### src/rtl/counter_game_gen.sv
// Two-player counter game with IDLE/PLAY/OVER control, scores and game count.
// Define COUNTER_GAME_SAT_EN to saturate main_counter instead of wrapping.
module counter_game_gen #(
  parameter int CNT_W     = 4,
  parameter int STEP_LO   = 1,
  parameter int STEP_HI   = 2,
  parameter int SCORE_W   = 4,
  parameter int WIN_LIMIT = 15,
  parameter int OVER_HOLD = 2
) (
  input  logic               clk,
  input  logic               INIT_n,
  input  logic               load,
  input  logic [CNT_W-1:0]   load_value,
  input  logic               en,
  input  logic [1:0]         control,
  output logic [CNT_W-1:0]   main_counter,
  output logic               WINNER,
  output logic               LOSER,
  output logic [SCORE_W-1:0] winner_count,
  output logic [SCORE_W-1:0] loser_count,
  output logic               GAMEOVER,
  output logic [1:0]         WHO,
  output logic [7:0]         game_num
);

  localparam int HOLD_W = (OVER_HOLD > 1) ? $clog2(OVER_HOLD) : 1;
  localparam logic [HOLD_W-1:0]  HOLD_LAST = HOLD_W'(OVER_HOLD - 1);
  localparam logic [CNT_W-1:0]   CNT_MAX   = '1;
  localparam logic [CNT_W-1:0]   C_LO      = CNT_W'(STEP_LO);
  localparam logic [CNT_W-1:0]   C_HI      = CNT_W'(STEP_HI);
  localparam logic [SCORE_W-1:0] LIM       = SCORE_W'(WIN_LIMIT);

  typedef enum logic [1:0] {
    S_IDLE = 2'd0,
    S_PLAY = 2'd1,
    S_OVER = 2'd2
  } state_t;

  state_t             r_state, w_state_nxt;
  logic [CNT_W-1:0]   r_cnt, w_cnt_nxt;
  logic               r_win, w_win_nxt;
  logic               r_los, w_los_nxt;
  logic [SCORE_W-1:0] r_wc, w_wc_nxt;
  logic [SCORE_W-1:0] r_lc, w_lc_nxt;
  logic               r_go, w_go_nxt;
  logic [1:0]         r_who, w_who_nxt;
  logic [7:0]         r_gn, w_gn_nxt;
  logic               r_p0, w_p0_nxt;
  logic               r_p1, w_p1_nxt;
  logic [HOLD_W-1:0]  r_hold, w_hold_nxt;

  logic [CNT_W-1:0]   w_step;
  logic [CNT_W-1:0]   w_stepped;
  logic               w_at_zero;
  logic               w_at_max;

  assign w_step    = control[0] ? C_HI : C_LO;
  assign w_at_zero = (r_cnt == '0);
  assign w_at_max  = (r_cnt == CNT_MAX);

`ifdef COUNTER_GAME_SAT_EN
  // One extra bit exposes carry/borrow so the step can clamp.
  logic [CNT_W:0] w_up;
  logic [CNT_W:0] w_dn;
  assign w_up = {1'b0, r_cnt} + {1'b0, w_step};
  assign w_dn = {1'b0, r_cnt} - {1'b0, w_step};
  assign w_stepped = control[1]
    ? (w_dn[CNT_W] ? '0 : w_dn[CNT_W-1:0])
    : (w_up[CNT_W] ? CNT_MAX : w_up[CNT_W-1:0]);
`else
  assign w_stepped = control[1] ? r_cnt - w_step
                                : r_cnt + w_step;
`endif

  always_comb begin
    w_state_nxt = r_state;
    w_cnt_nxt   = r_cnt;
    w_win_nxt   = 1'b0;
    w_los_nxt   = 1'b0;
    w_wc_nxt    = r_wc;
    w_lc_nxt    = r_lc;
    w_go_nxt    = r_go;
    w_who_nxt   = r_who;
    w_gn_nxt    = r_gn;
    w_p0_nxt    = r_p0;
    w_p1_nxt    = r_p1;
    w_hold_nxt  = r_hold;
    if (load) begin
      w_state_nxt = S_PLAY;
      w_cnt_nxt   = load_value;
      w_wc_nxt    = '0;
      w_lc_nxt    = '0;
      w_go_nxt    = 1'b0;
      w_who_nxt   = 2'b00;
      w_p0_nxt    = 1'b0;
      w_p1_nxt    = 1'b0;
      w_hold_nxt  = '0;
    end else begin
      unique case (r_state)
        S_IDLE: w_state_nxt = S_IDLE;
        S_PLAY: begin
          w_win_nxt = w_at_max & ~r_p1;
          w_los_nxt = w_at_zero & ~r_p0;
          w_p0_nxt  = w_at_zero;
          w_p1_nxt  = w_at_max;
          if (w_win_nxt && (r_wc != LIM))
            w_wc_nxt = r_wc + 1'b1;
          if (w_los_nxt && (r_lc != LIM))
            w_lc_nxt = r_lc + 1'b1;
          if (en)
            w_cnt_nxt = w_stepped;
          if (r_wc == LIM) begin
            w_state_nxt = S_OVER;
            w_go_nxt    = 1'b1;
            w_who_nxt   = 2'b10;
            w_hold_nxt  = '0;
          end else if (r_lc == LIM) begin
            w_state_nxt = S_OVER;
            w_go_nxt    = 1'b1;
            w_who_nxt   = 2'b01;
            w_hold_nxt  = '0;
          end
        end
        S_OVER: begin
          if (r_hold == HOLD_LAST) begin
            w_state_nxt = S_PLAY;
            w_wc_nxt    = '0;
            w_lc_nxt    = '0;
            w_go_nxt    = 1'b0;
            w_who_nxt   = 2'b00;
            w_p0_nxt    = 1'b0;
            w_p1_nxt    = 1'b0;
            w_hold_nxt  = '0;
            w_gn_nxt    = r_gn + 8'd1;
          end else begin
            w_hold_nxt = r_hold + 1'b1;
          end
        end
        default: w_state_nxt = S_IDLE;
      endcase
    end
  end

  always_ff @(posedge clk or negedge INIT_n) begin
    if (!INIT_n) begin
      r_state <= S_IDLE;
      r_cnt   <= '0;
      r_win   <= 1'b0;
      r_los   <= 1'b0;
      r_wc    <= '0;
      r_lc    <= '0;
      r_go    <= 1'b0;
      r_who   <= 2'b00;
      r_gn    <= 8'd0;
      r_p0    <= 1'b0;
      r_p1    <= 1'b0;
      r_hold  <= '0;
    end else begin
      r_state <= w_state_nxt;
      r_cnt   <= w_cnt_nxt;
      r_win   <= w_win_nxt;
      r_los   <= w_los_nxt;
      r_wc    <= w_wc_nxt;
      r_lc    <= w_lc_nxt;
      r_go    <= w_go_nxt;
      r_who   <= w_who_nxt;
      r_gn    <= w_gn_nxt;
      r_p0    <= w_p0_nxt;
      r_p1    <= w_p1_nxt;
      r_hold  <= w_hold_nxt;
    end
  end

  assign main_counter = r_cnt;
  assign WINNER       = r_win;
  assign LOSER        = r_los;
  assign winner_count = r_wc;
  assign loser_count  = r_lc;
  assign GAMEOVER     = r_go;
  assign WHO          = r_who;
  assign game_num     = r_gn;

endmodule

### config.mk
export PLATFORM = sky130hd
export DESIGN_NAME = counter_game_gen
export DESIGN_NICKNAME = d
export VERILOG_FILES = /design/src/rtl/counter_game_gen.sv
export SDC_FILE = /design/constraint.sdc
export NUM_CORES = 1
export LEC_CHECK = 0
export BUFFER_PORTS_ARGS = -buffer_cell sky130_fd_sc_hd__buf_2
export CAP_MARGIN = 20
export CORE_MARGIN = 2
export CORE_UTILIZATION = 47
export DETAILED_ROUTE_END_ITERATION = 8
export GPL_TIMING_DRIVEN = 0
export PLACE_DENSITY = 0.81
export SLEW_MARGIN = 10
export SYNTH_ARGS = -nofsm -noshare
export SYNTH_HDL_FRONTEND = slang
export SYNTH_SLANG_ARGS = --single-unit
### constraint.sdc
create_clock -name clk -period 4.4 [get_ports clk]
set_clock_uncertainty 0.05 [all_clocks]
set_input_delay 0.88 -clock clk [delete_from_list [all_inputs] [get_ports clk]]
set_output_delay 0.88 -clock clk [all_outputs]
set_load 0.1 [all_outputs]
==> impl_metrics.tcl <==
set metrics [dict create \
    outcome "complete, no violations" \
    yosysSeqAreaShare_pct 46.7 \
    die_w_um 62.5 \
    cp.depth 1 \
    cts_num_sinks 30 \
    p_int_uw 448 \
    cp.required_ps 3470 \
    synth.top_cell.area_share_pct 46.7 \
    dp_hpwl_um 2450 \
    max_stage_delay_ps 510 \
    place_ws_ps 1860 \
    cts_tree "yes" \
    worst_setup_path_start_kind "register" \
    fin_setup_tns_ps 0 \
    rows 21 \
    arrival_ps 1310 \
    path_clk_slew_ps 100 \
    crit_family "flip-flops" \
    antenna_found_initial 0 \
    post_cts_buffers 0 \
    cts_made_buffers 5 \
    dr.first_iter.drc_count 46 \
    clockBufferDepth 2 \
    syn_area_per_cell_sq_um 10.2 \
    ys_warn_count 0 \
    p_switching_uw 375 \
    drive_above_1_share_pct 26.3 \
    antenna_cells 0 \
    drc 0 \
    antenna_left 0 \
    post_drt_wl_per_cell_um 13.4 \
    synth_area_leaders "dfrtp_1 (47%), ha_1 (4.7%), o31ai_1 (4.2%)" \
    ys_async_sr_fraction_pct 100 \
    critical_path_class "register to output pin" \
    vdd_drop_max_mv 0.216 \
    power_density_nw_per_um2 434 \
    num_vias 1330 \
    io_buffer_count 33 \
    yosys.cell_types.count 44 \
    whs_ps 408 \
    final_hold_viol_count 0 \
    post_cts_resized 0 \
    synth-edff-count 0 \
    power.total_uw 823 \
    synthCells 157 \
    wl_um 3260 \
    synth_top_cells_by_count "dfrtp_1 (30), o21ai_0 (12), nand2_1 (9), o31ai_1 (9)" \
    grt_setup_unrepaired "false" \
    synth_ff_type "dfrtp_1" \
    static-leakage-power_nw 0.925 \
    hp-class "register to register" \
    tightest_slew_ps 646 \
    die_h_um 62.5 \
    grt_use_total_pct 18.1 \
    core_area_sq_um 3310 \
    multiInputGateArea_sq_um 793 \
    syn-num-nets 174 \
    finalNetCount 214 \
    min_period_over_period_pct 50.9 \
    register_area_sq_um 751 \
    setup_viol 0 \
    cts_hold_buffers 0 \
    clk_latency_ps 320 \
    maxCapViolCount 0 \
    fillers 314 \
    fin_util_pct 57.3 \
    root_buffer "clkbuf_4" \
    syn_area_sq_um 1610 \
    avgViaCountPerCell 5.45 \
    grt_pass1_wl_um 5640 \
    cpMaxStageDelayCell "dfrtp_1" \
    end_kind "output pin" \
    synth.most_common_cell "dfrtp_1" \
    synth-seq-cells 30 \
    max_freq_mhz 446 \
    grt_pass1_vias 1282 \
    p_seq_share_pct 40.6 \
    grt_max_degree 31 \
    setup_ws_ps 2160 \
    path_max_fanout 6 \
    crit_chain "buf_2" \
    min_period_ps 2240 \
    cp_num_buf_inv 1 \
    ios 35 \
    syn2layout_area_growth_pct 17.8 \
    final_max_slew_viol_count 0 \
    yosysTopAreaCell "dfrtp_1" \
    power.share.clock_pct 20.8 \
    cts_max_level 2 \
    start_util_pct 48.6 \
    rr_worst_depth 4 \
    power.combinational.fraction_pct 38.6 \
    fp.dieArea_sq_um 3910 \
    hold_path_depth 1 \
    swShare_pct 45.6 \
    relSlewSlack_pct 56.9 \
    grt_overflow 0 \
    dr.pass1.iters 4 \
    gp_congestion 0.816 \
]
[state kept, by name, summed over array words and instances (netlist names)]
name and flops:
main_counter 4, winner_count 4, game_num 8, r_hold 1
WHO 2, GAMEOVER 1, WINNER 1, r_state 2
r_p0 1, r_p1 1, LOSER 1, loser_count 4
[per-layer routing]
layer  wire length [um]  track usage (%)
met2               1530             30.1
met4                 49             5.83
met5                  0                0
met3                185             5.77
met1               1500             22.2
[power groups by stage]
stage | clock network, mW | logic (mW) | registers (mW)
3_3_place_gp | 0 | 0.316 | 0.337
2_1_floorplan | 0 | 0.0900 | 0.508
6_report | 0.171 | 0.318 | 0.334
3_5_place_dp | 0 | 0.320 | 0.339
4_1_cts | 0.177 | 0.320 | 0.333
5_1_grt | 0.194 | 0.337 | 0.338
[cells in the final DEF, fill, tap and decap left out, types with 6 or more instances in the layout]
cell / n
ha_1: 6
nand3_1: 6
a21oi_1: 7
buf_2: 34
dfrtp_1: 30
nand2_1: 9
nor3_1: 6
o31ai_1: 9
o21ai_0: 12
xnor2_1: 7
[worst paths after layout]
check                      slack (ps)                        start                         end
max reg2reg                      2230  main_counter[1]$_DFFE_PN0P_  loser_count[3]$_DFFE_PN0P_
min                               410             r_p0$_DFFE_PN0P_             LOSER$_DFF_PN0_
max in group asynchronous        3360                       INIT_n      r_state[0]$_DFFE_PN0P_
max                              2160  main_counter[1]$_DFFE_PN0P_             main_counter[1]
min in group asynchronous         520                       INIT_n     game_num[4]$_DFFE_PN0P_
min reg2reg                       410             r_p0$_DFFE_PN0P_             LOSER$_DFF_PN0_
[metrics by stage]
step / cells / area [sq um]
floorplan: 157 / 1610
global placement: 236 / 1830
detailed placement: 236 / 1830
CTS: 244 / 1900
global route: 244 / 1900
finish: 244 / 1900
[logic make-up (layout without fill, tap and decap cells)]
kind of cell | Yosys count | count (layout) | share of synthesized area, %
AOI/OAI and AO/OA | 38 | 38 | 15.2
xor gates and xnor gates | 9 | 9 | 4.90
adders and majority gates | 7 | 7 | 5.91
buffers and inverters | 12 | 53 | 4.04
DFF | 30 | 30 | 46.7
muxes | 3 | 3 | 1.94
and+or+nand+nor | 58 | 58 | 21.3
[area by class of cell]
type	count	share of cell area, %
Multi-Input combinational cell	115	41.8
Sequential cell	30	39.6
Timing Repair Buffer	33	8.71
Tap cell	46	3.04
Clock buffer	6	2.71
Buffer	7	2.44
Inverter	5	0.990
Clock inverter	2	0.660
Note: power is estimated with default switching activity, not from simulation.
